===== config.mk =====
export PLATFORM = sky130hd
export DESIGN_NAME = ap_ctrl_hs_txn_recorder
export DESIGN_NICKNAME = d
export VERILOG_FILES = /design/src/rtl/ap_txn_pkg.sv /design/src/rtl/txn_sync_fifo.sv /design/src/rtl/ap_ctrl_hs_txn_recorder.sv
export SDC_FILE = /design/constraint.sdc
export NUM_CORES = 2
export LEC_CHECK = 0
export CAP_MARGIN = 0
export CORE_ASPECT_RATIO = 1.2
export CORE_MARGIN = 2
export CORE_UTILIZATION = 45
export CTS_CLUSTER_SIZE = 20
export DETAILED_ROUTE_END_ITERATION = 16
export DONT_BUFFER_PORTS = 1
export SYNTH_ARGS = -nofsm -noshare
export SYNTH_HDL_FRONTEND = slang
export SYNTH_SLANG_ARGS = --single-unit
export TNS_END_PERCENT = 10

===== constraint.sdc =====
create_clock -name ap_clk -period 10.6 [get_ports ap_clk]
set_clock_uncertainty 0.15 [all_clocks]
set_input_delay 2.12 -clock ap_clk [delete_from_list [all_inputs] [get_ports ap_clk]]
set_output_delay 2.12 -clock ap_clk [all_outputs]
set_load 0.005 [all_outputs]

===== src/rtl/ap_txn_pkg.sv =====
`default_nettype none
// ============================================================================
// Module  : ap_txn_pkg
// Brief   : Shared constants and record layouts for the ap_ctrl_hs recorder.
// Revision: 1.0 - initial release
// ============================================================================
package ap_txn_pkg;

    localparam int DROP_W        = 16;
    localparam int CNT_W_DEFAULT = 32;
    localparam int ID_W_DEFAULT  = 16;

    // Host-visible layouts for the default build; the top re-derives them per parameter set.
    typedef struct packed {
        logic [ID_W_DEFAULT-1:0]  id;
        logic [CNT_W_DEFAULT-1:0] latency;
        logic [CNT_W_DEFAULT-1:0] interval;
    } txn_rec_t;

    typedef struct packed {
        logic [ID_W_DEFAULT-1:0]  id;
        logic [CNT_W_DEFAULT-1:0] ts;
        logic [CNT_W_DEFAULT-1:0] interval;
    } inflight_t;

endpackage
`default_nettype wire


===== src/rtl/txn_sync_fifo.sv =====
`default_nettype none
// ============================================================================
// Module  : txn_sync_fifo
// Brief   : Type-parameterised first-word-fall-through FIFO; push into a full
//           FIFO succeeds when a pop happens in the same cycle.
// Revision: 1.0 - initial release
// ============================================================================
module txn_sync_fifo #(
    parameter type T     = logic [7:0],
    parameter int  DEPTH = 4
) (
    input  logic clk,
    input  logic rst_n,
    input  logic i_clear,
    input  logic i_push,
    input  T     i_data,
    input  logic i_pop,
    output T     o_data,
    output logic o_empty,
    output logic o_full
);
    localparam int c_AW = $clog2(DEPTH);

    T                r_mem [DEPTH];
    logic [c_AW-1:0] r_wr;
    logic [c_AW-1:0] r_rd;
    logic [c_AW:0]   r_cnt;
    logic            w_push;
    logic            w_pop;

    assign o_empty = (r_cnt == '0);
    assign o_full  = (r_cnt == (c_AW+1)'(DEPTH));
    assign w_pop   = i_pop && !o_empty;
    assign w_push  = i_push && (!o_full || w_pop);
    assign o_data  = r_mem[r_rd];

    always_ff @(posedge clk) begin
        if (!rst_n || i_clear) begin
            r_wr  <= '0;
            r_rd  <= '0;
            r_cnt <= '0;
        end else begin
            if (w_push) r_wr <= r_wr + 1'b1;
            if (w_pop)  r_rd <= r_rd + 1'b1;
            case ({w_push, w_pop})
                2'b10:   r_cnt <= r_cnt + 1'b1;
                2'b01:   r_cnt <= r_cnt - 1'b1;
                default: r_cnt <= r_cnt;
            endcase
        end
    end

    always_ff @(posedge clk) begin
        if (w_push) r_mem[r_wr] <= i_data;
    end

endmodule
`default_nettype wire


===== src/rtl/ap_ctrl_hs_txn_recorder.sv =====
`default_nettype none
// ============================================================================
// Module  : ap_ctrl_hs_txn_recorder
// Brief   : Passive ap_ctrl_hs observer producing per-transaction latency and
//           initiation-interval records plus running statistics.
// Revision: 1.0 - initial release
// ============================================================================
module ap_ctrl_hs_txn_recorder
    import ap_txn_pkg::*;
#(
    parameter int CNT_W    = 32,
    parameter int ID_W     = 16,
    parameter int INFLIGHT = 4,
    parameter int DEPTH    = 16
) (
    input  logic              ap_clk,
    input  logic              ap_rst_n,
    input  logic              enable,
    input  logic              clear,
    input  logic              mon_ap_start,
    input  logic              mon_ap_ready,
    input  logic              mon_ap_done,
    input  logic              mon_ap_continue,
    output logic              rec_valid,
    input  logic              rec_ready,
    output logic [ID_W-1:0]   rec_id,
    output logic [CNT_W-1:0]  rec_latency,
    output logic [CNT_W-1:0]  rec_interval,
    output logic [CNT_W-1:0]  txn_cnt,
    output logic [CNT_W-1:0]  max_latency,
    output logic [DROP_W-1:0] drop_cnt,
    output logic              err_orphan_done,
    output logic              err_inflight_ovf,
    output logic              busy
);
    typedef struct packed {
        logic [ID_W-1:0]  id;
        logic [CNT_W-1:0] ts;
        logic [CNT_W-1:0] interval;
    } ifl_t;

    typedef struct packed {
        logic [ID_W-1:0]  id;
        logic [CNT_W-1:0] latency;
        logic [CNT_W-1:0] interval;
    } rec_t;

    logic [CNT_W-1:0]  r_cyc;
    logic [CNT_W-1:0]  r_last_ts;
    logic              r_first;
    logic [ID_W-1:0]   r_next_id;
    logic [CNT_W-1:0]  r_txn_cnt;
    logic [CNT_W-1:0]  r_max_lat;
    logic [DROP_W-1:0] r_drop_cnt;
    logic              r_err_orphan;
    logic              r_err_ovf;

    logic w_acc, w_cmp, w_bypass, w_ovf, w_orphan;
    logic w_ifl_push, w_ifl_pop, w_ifl_empty, w_ifl_full;
    logic w_rec_push, w_rec_pop, w_rec_drop, w_out_empty, w_out_full;
    logic [CNT_W-1:0] w_interval;
    ifl_t w_ifl_in, w_ifl_head;
    rec_t w_rec_in, w_rec_out;

    // clear discards any handshake seen in the same cycle
    assign w_acc      = enable && mon_ap_start && mon_ap_ready && !clear;
    assign w_cmp      = enable && mon_ap_done && mon_ap_continue && !clear;
    assign w_interval = r_first ? '0 : r_cyc - r_last_ts;

    assign w_ifl_pop  = w_cmp && !w_ifl_empty;
    assign w_bypass   = w_cmp && w_ifl_empty && w_acc;
    assign w_orphan   = w_cmp && w_ifl_empty && !w_acc;
    assign w_ovf      = w_acc && w_ifl_full && !w_cmp;
    assign w_ifl_push = w_acc && !w_bypass && !w_ovf;

    assign w_ifl_in.id       = r_next_id;
    assign w_ifl_in.ts       = r_cyc;
    assign w_ifl_in.interval = w_interval;

    always_comb begin
        w_rec_in = '0;
        if (w_bypass) begin
            w_rec_in.id       = r_next_id;
            w_rec_in.latency  = '0;
            w_rec_in.interval = w_interval;
        end else begin
            w_rec_in.id       = w_ifl_head.id;
            w_rec_in.latency  = r_cyc - w_ifl_head.ts;
            w_rec_in.interval = w_ifl_head.interval;
        end
    end

    assign w_rec_push = w_ifl_pop || w_bypass;
    assign w_rec_pop  = rec_valid && rec_ready;
    assign w_rec_drop = w_rec_push && w_out_full && !w_rec_pop;

    txn_sync_fifo #(.T(ifl_t), .DEPTH(INFLIGHT)) u_inflight (
        .clk     (ap_clk),
        .rst_n   (ap_rst_n),
        .i_clear (clear),
        .i_push  (w_ifl_push),
        .i_data  (w_ifl_in),
        .i_pop   (w_ifl_pop),
        .o_data  (w_ifl_head),
        .o_empty (w_ifl_empty),
        .o_full  (w_ifl_full)
    );

    txn_sync_fifo #(.T(rec_t), .DEPTH(DEPTH)) u_records (
        .clk     (ap_clk),
        .rst_n   (ap_rst_n),
        .i_clear (clear),
        .i_push  (w_rec_push && !w_rec_drop),
        .i_data  (w_rec_in),
        .i_pop   (w_rec_pop),
        .o_data  (w_rec_out),
        .o_empty (w_out_empty),
        .o_full  (w_out_full)
    );

    always_ff @(posedge ap_clk) begin
        if (!ap_rst_n) r_cyc <= '0;
        else           r_cyc <= r_cyc + 1'b1;
    end

    always_ff @(posedge ap_clk) begin
        if (!ap_rst_n || clear) begin
            r_last_ts    <= '0;
            r_first      <= 1'b1;
            r_next_id    <= '0;
            r_txn_cnt    <= '0;
            r_max_lat    <= '0;
            r_drop_cnt   <= '0;
            r_err_orphan <= 1'b0;
            r_err_ovf    <= 1'b0;
        end else begin
            if (w_acc) begin
                r_next_id <= r_next_id + 1'b1;
                r_last_ts <= r_cyc;
                r_first   <= 1'b0;
            end
            // statistics count every produced record, including ones the FIFO drops
            if (w_rec_push) begin
                if (r_txn_cnt != '1)            r_txn_cnt <= r_txn_cnt + 1'b1;
                if (w_rec_in.latency > r_max_lat) r_max_lat <= w_rec_in.latency;
            end
            if (w_rec_drop && r_drop_cnt != '1) r_drop_cnt <= r_drop_cnt + 1'b1;
            if (w_orphan) r_err_orphan <= 1'b1;
            if (w_ovf)    r_err_ovf    <= 1'b1;
        end
    end

    assign rec_valid        = !w_out_empty;
    assign rec_id           = rec_valid ? w_rec_out.id       : '0;
    assign rec_latency      = rec_valid ? w_rec_out.latency  : '0;
    assign rec_interval     = rec_valid ? w_rec_out.interval : '0;
    assign txn_cnt          = r_txn_cnt;
    assign max_latency      = r_max_lat;
    assign drop_cnt         = r_drop_cnt;
    assign err_orphan_done  = r_err_orphan;
    assign err_inflight_ovf = r_err_ovf;
    assign busy             = !w_ifl_empty;

endmodule
`default_nettype wire


After elaboration in Yosys (flattened, before gate mapping)
Memories as Yosys holds them, arrays and structs flattened. A register that Yosys moved wholly into a read port is not among the register bits.
Cells that the tools add are included.
Widths: inputs -> output; s select.
{"block": "totals", "reg_bits": 183, "mem_bits_rw": 1600, "inputBits": 9, "out_inout_bits": 164, "mem_count": 2}
{"block": "classes", "n_addsub": 14, "magnitude_cmp": 1, "eq_ne": 8, "muxes": 15, "reduce_logical": 45}
{"memory": "u_records.r_mem", "words": 16, "word_bits": 80, "rd": 1, "rd_ports_with_merged_regs": 1, "wr": 1, "line_no": "txn_sync_fifo.sv:24", "source": "T r_mem [DEPTH];"}
{"memory": "u_inflight.r_mem", "words": 4, "word_bits": 80, "rd": 1, "rd_ports_with_merged_regs": 1, "wr": 1, "line_no": "txn_sync_fifo.sv:24"}
{"op": "$mux 32", "n": 3}
{"op": "$mux 80", "n": 1}
{"op": "$add 32x1->32 const B", "n": 2}
{"op": "$sub 32x32->32", "n": 2}
{"op": "$add 16x1->16 const B", "n": 2}
{"op": "$gt 32x32->1", "n": 1}
{"op": "$ne 32x32->1 const B", "n": 1}
{"op": "$logic_and 1x1->1", "n": 23}
{"op": "$mux 16", "n": 1}
{"op": "$ne 16x16->1 const B", "n": 1}
{"op": "$logic_not 1->1", "n": 12}
{"op": "$pmux 5 s2", "n": 1}
{"op": "$add 4x1->4 const B", "n": 2}
{"op": "$mux 4", "n": 2}
{"op": "$pmux 3 s2", "n": 1}
{"op": "$add 5x1->5 const B", "n": 1}
{"op": "$eq 5x5->1 const B", "n": 1}
{"op": "$logic_not 5->1", "n": 1}
{"op": "$sub 5x1->5 const B", "n": 1}
{"op": "$add 2x1->2 const B", "n": 2}
{"op": "$eq 2x1->1 const B", "n": 2}
{"op": "$eq 2x2->1 const B", "n": 2}
{"op": "$logic_or 1x1->1", "n": 4}
{"op": "$mux 1", "n": 4}
{"op": "other kinds (7)", "n": 10}

Longest topological paths before layout
{"block": "logic_depth", "ltp_word": 13, "ltp_mapped": 26, "depth_no_buf": 20}

Cells and area by module
Synthesis repeated with hierarchy kept, for this count alone.
{"block": "unflattened", "hier_cells": 4270, "area_unflattened_um2": 73380.4}
{"module": "txn_sync_fifo at u_records", "instances": 1, "cells_each": 2087, "area_per_inst_um2": 48813.1, "seq_area_each_um2": 38777.2}
{"module": "ap_ctrl_hs_txn_recorder", "instances": 1, "cells_each": 1695, "area_per_inst_um2": 12480.7, "seq_area_each_um2": 3263.1}
{"module": "txn_sync_fifo at u_inflight", "instances": 1, "cells_each": 488, "area_per_inst_um2": 12086.6, "seq_area_each_um2": 9789.4}

Least setup slack after synthesis
Ideal clock, no wire load.
{"block": "synth_timing", "path_type": "input-to-reg", "from": "input clear", "to": "memory u_records.r_mem[3][0] in the netlist's numbering, enable pin", "arrival_ns": 8.573, "t_required_ns": 9.834, "setup_slack_ns": 1.260, "stages": 6, "cell_sequence": "nand4b_1 a21oi_1 and2_2 clkbuf_1 nand2_1 nor3_1"}
{"block": "synth_via", "elab_chain_len": 12, "elab_cells_between_ends": 14, "cone_classes": "2 x mux; 12 x reduce/logical"}
{"element": "start: declaration", "line_no": "ap_ctrl_hs_txn_recorder.sv:19", "source": "input logic clear,"}
{"element": "$logic_not 1->1 (*)", "line_no": "ap_ctrl_hs_txn_recorder.sv:66, ap_ctrl_hs_txn_recorder.sv:67"}
{"element": "$logic_and 1x1->1", "line_no": "ap_ctrl_hs_txn_recorder.sv:67", "source": "assign w_cmp = enable && mon_ap_done && mon_ap_continue && !clear;"}
{"element": "$logic_and 1x1->1 (2 in series)", "line_no": "ap_ctrl_hs_txn_recorder.sv:71", "source": "assign w_bypass = w_cmp && w_ifl_empty && w_acc;"}
{"element": "$logic_or 1x1->1 (*)", "line_no": "ap_ctrl_hs_txn_recorder.sv:93", "source": "assign w_rec_push = w_ifl_pop || w_bypass;"}
{"element": "$logic_and 1x1->1 (2 in series)", "line_no": "ap_ctrl_hs_txn_recorder.sv:95", "source": "assign w_rec_drop = w_rec_push && w_out_full && !w_rec_pop;"}
{"element": "$logic_not 1->1", "line_no": "ap_ctrl_hs_txn_recorder.sv:113", "source": ".i_push (w_rec_push && !w_rec_drop),"}
{"element": "$logic_and 1x1->1 (*)", "line_no": "ap_ctrl_hs_txn_recorder.sv:113"}
{"element": "$logic_and 1x1->1 (*)", "line_no": "txn_sync_fifo.sv:34", "source": "assign w_push = i_push && (!o_full || w_pop);"}
{"element": "$mux 1 (*)", "line_no": "txn_sync_fifo.sv:54", "source": "if (w_push) r_mem[r_wr] <= i_data;"}
{"element": "$mux 1 (not written as such) (*)", "line_no": "txn_sync_fifo.sv:54"}
{"element": "end: declaration", "line_no": "txn_sync_fifo.sv:24"}
Mark *: on every way between the ends. The rest lies on a longest branch, timed or not.

==> impl_metrics.yaml <==
cts:
  root_buffer: "clkbuf_16"
  tritoncts: "built"
  post-cts-setup-buffer-count: 0
  cts_resized: 0
  path_clk_slew_ns: 0.06
  numCtsBuffers: 175
  numClockSinks: 1789
  ctsHoldBuffers: 0
  h-tree-depth: 4
  clock_latency_ns: 0.82
  cts_buffer_depth: 3
logic_synthesis:
  async_flop_share_pct: 0
  netlist_area_um2: 73100
  synthFlopType: "edfxtp_1"
  synth-seq-cells: 1789
  synth_edf_count: 1600
  synth_fp_nets: 4201
  synthCells: 4075
  yosys.cell_types.count: 81
  syn_avg_cell_area_um2: 17.9
  ys_warn_count: 0
  synth_seq_area_share_pct: 70.9
sta:
  rsz0062_at_grt: "false"
  max_freq_mhz: 130
  worst_slew_pin_slew_ns: 1.22
  final_max_slew_viol_count: 0
  period_share_pct: 72.7
  setup_viol: 0
  hold_viol: 0
  fin_crit_ns: 7.71
  final.setup.tns_ns: 0
  slew-limit-headroom_pct: 18.0
  whs_ns: 0.303
power_and_ir_drop:
  power.internal_uw: 11300
  p_switching_uw: 2840
  combPwrFrac_pct: 1.3
  power_density_nw_per_um2: 172
  p_clk_share_pct: 44.6
  p_seq_share_pct: 54.1
  p_leak_uw: 0.0259
  switching_share_pct: 20.1
  vdd_ir_drop_max_mv: 0.179
job:
  drv_cap: 0
setup_path:
  arrival_ns: 8.19
  cp-start-kind: "flop"
  critical_path.cell_chain: "buf_4 > mux4_2 > inv_1 > ha_1 > o2111ai_1 > and4bb_1 > nor3_1 > nor3_2 > o41ai_2 > nor4_1 > nor3_2 > ha_1 > a21o_1 > a21o_1 > a21oi_1 > o21ai_0 > a21oi_1 > a21o_1 > a211o_1 > o311ai_1"
  cp_max_fo: 41
  cp_common_cell: "a21o_1"
  crit_required_ns: 11.08
  crit_path_top_delay_cell: "a21o_1"
  critPathKind: "reg2reg"
  slowest_delay_ns: 0.95
  endpoint_kind: "flop"
floorplanning:
  die_w_um: 372
  ioPinCount: 173
  fp-row-count: 162
  start_util_pct: 45.2
  dieArea_um2: 166000
  core_region_area_um2: 162000
  fp.dieH_um: 446
drt:
  drc: 0
  postRouteAntennaNets: 0
  wl_per_cell_um: 26.8
  num_vias: 37200
  wl_mm: 172
  dr.pass1.iters: 7
  drtIter0Drc: 3346
  drt-vias-per-instance: 5.79
global_routing:
  grt_pass1_vias: 38700
  grt_pass1_wl_mm: 254
  grt_use_total_pct: 20.9
  grt_overflow: 0
  grt_max_degree: 146
  antenna_found_initial: 5
cells_and_area:
  final_common_cell: "edfxtp_1"
  nNetsFinal: 4270
  final_cell_mix: "edfxtp_1, mux4_2, nand2_1"
  drive_gt1_share_pct: 20.8
  area_growth_pct: 11.8
worst_hold_path:
  min-delay-path-class: "reg2reg"
outcome:
  status: "finished, final reports clean"
placed_design:
  gp_congestion: 0.871
  hpwl_mm: 99.8
  portBuffers: 0
## final cells by class
| cell class | instances | area [um2] |
|---|---|---|
| antenna | 2 | 5.00 |
| clock buffer | 221 | 4680 |
| clock inverter | 103 | 1140 |
| fill | 13000 | 80200 |
| inverter | 139 | 522 |
| multi-input combinational | 1954 | 20200 |
| sequential | 1789 | 51900 |
| tap | 2132 | 2670 |
| timing repair buffer | 85 | 676 |
## power groups by stage
stage / clock network, uW / logic (uW) / registers [uW]
finish: 6290 / 185 / 7630
global route: 6670 / 203 / 7620
CTS: 6410 / 186 / 7630
detailed placement: 0 / 185 / 7780
global placement: 0 / 182 / 7780
floorplan: 0 / 119 / 7780
## final timing paths
check | endpoint | depth (start not counted) | slack, ns | start
worst max register to register | max_latency[27]$_SDFFE_PP0P_ | 20 | 2.89 | flop
worst min-delay path | r_last_ts[11]$_SDFFE_PP0P_ | 2 | 0.30 | r_last_ts[11]$_SDFFE_PP0P_
worst min register to register | r_last_ts[11]$_SDFFE_PP0P_ | 2 | 0.30 | r_last_ts[11]$_SDFFE_PP0P_
worst max-delay path | max_latency[27]$_SDFFE_PP0P_ | 20 | 2.89 | flop
## kinds of logic (layout without fill, tap and decap cells)
group | Yosys count | in the layout | share of synthesized area [%]
adders and majority gates | 117 | 117 | 2.04
AOI/OAI and AO/OA | 367 | 367 | 3.15
buffers and inverters | 332 | 548 | 1.78
and+or+nand+nor | 841 | 841 | 5.57
muxes | 490 | 490 | 14.9
DFF | 1789 | 1789 | 70.9
xor gates and xnor gates | 139 | 139 | 1.66
other | 0 | 2 | 0
## layer usage
layer	track usage (%)	vias to the layer above	routed length [um]
li1	-	16300	-
met1	28.5	19600	71600
met2	34.8	1089	86600
met3	3.63	246	10200
met4	5.71	0	3760
met5	0	-	0
## cell usage after synthesis (3+ instances only)
cell type  instances  area share (%)
ha_1             113             1.9
o311ai_1           4           0.048
buf_1             18           0.092
nor3_2             3           0.041
o21a_1            12            0.12
o21ai_0           46            0.31
nor2b_1            9           0.077
inv_1            139            0.71
xnor2_1           78            0.93
nor2_1           189            0.97
and2_1           116            0.99
fa_1               4            0.11
a211oi_1           5           0.051
dfxtp_1          189             5.2
nand2_1          276             1.4
and3_1            25            0.21
nand4b_1           3           0.036
clkbuf_1         129            0.66
o211ai_1           8           0.082
xor2_1            61            0.73
nor4_1             9           0.077
a31oi_1           13            0.11
a21oi_1          139            0.95
nor3_1            44            0.30
o21bai_1           8           0.082
mux4_2           480              15
edfxtp_1        1600              66
a21o_1            42            0.43
a221oi_1           4           0.048
nand3_1           61            0.42
nand2b_1          13            0.11
a41oi_1            3           0.036
o21ai_1           27            0.18
or4_1              4           0.041
mux2i_1            7           0.096
or3_1             23            0.20
o31ai_1           18            0.18
o31a_1             4           0.048
nand4_1           41            0.35
and4_1             7           0.084
buf_2             46            0.31
a21boi_0           5           0.051
## worst max-delay path, delay by kind of cell, from the launching register on
| kind | cells | cell delay, ns |
|---|---|---|
| multiplexers | 1 | 0.33 |
| AND/OR/NAND/NOR | 5 | 1.86 |
| flip-flops | 1 | 0.76 |
| buffers and inverters | 2 | 0.72 |
| AO/OA/AOI/OAI | 10 | 2.92 |
| adder cells (fa/ha/maj) | 2 | 0.75 |
## sequential cells by signal (all words and copies together), names as in the netlist, named ones only
name	count
u_records.r_mem	1280
u_inflight.r_mem	320
r_last_ts	32
u_inflight.r_cnt	3
err_inflight_ovf	1
u_records.r_rd	4
txn_cnt	32
err_orphan_done	1
drop_cnt	16
u_records.r_wr	4
u_inflight.r_wr	2
r_first	1
max_latency	32
u_inflight.r_rd	2
r_cyc	32
u_records.r_cnt	5
r_next_id	16
## stage by stage
step	cell area [um2]	cells	utilization, %	setup slack, ns	power [uW]
5_1_grt	81800	6424	50.5	2.34	14500
4_1_cts	81800	6423	50.5	3.01	14200
2_1_floorplan	73100	4075	-	1.26	7900
6_report	81800	6425	50.5	2.89	14100
3_5_place_dp	75900	6099	46.9	3.05	7960
3_3_place_gp	75900	6099	46.9	3.23	7960
Power figures use the tool's default switching activity.
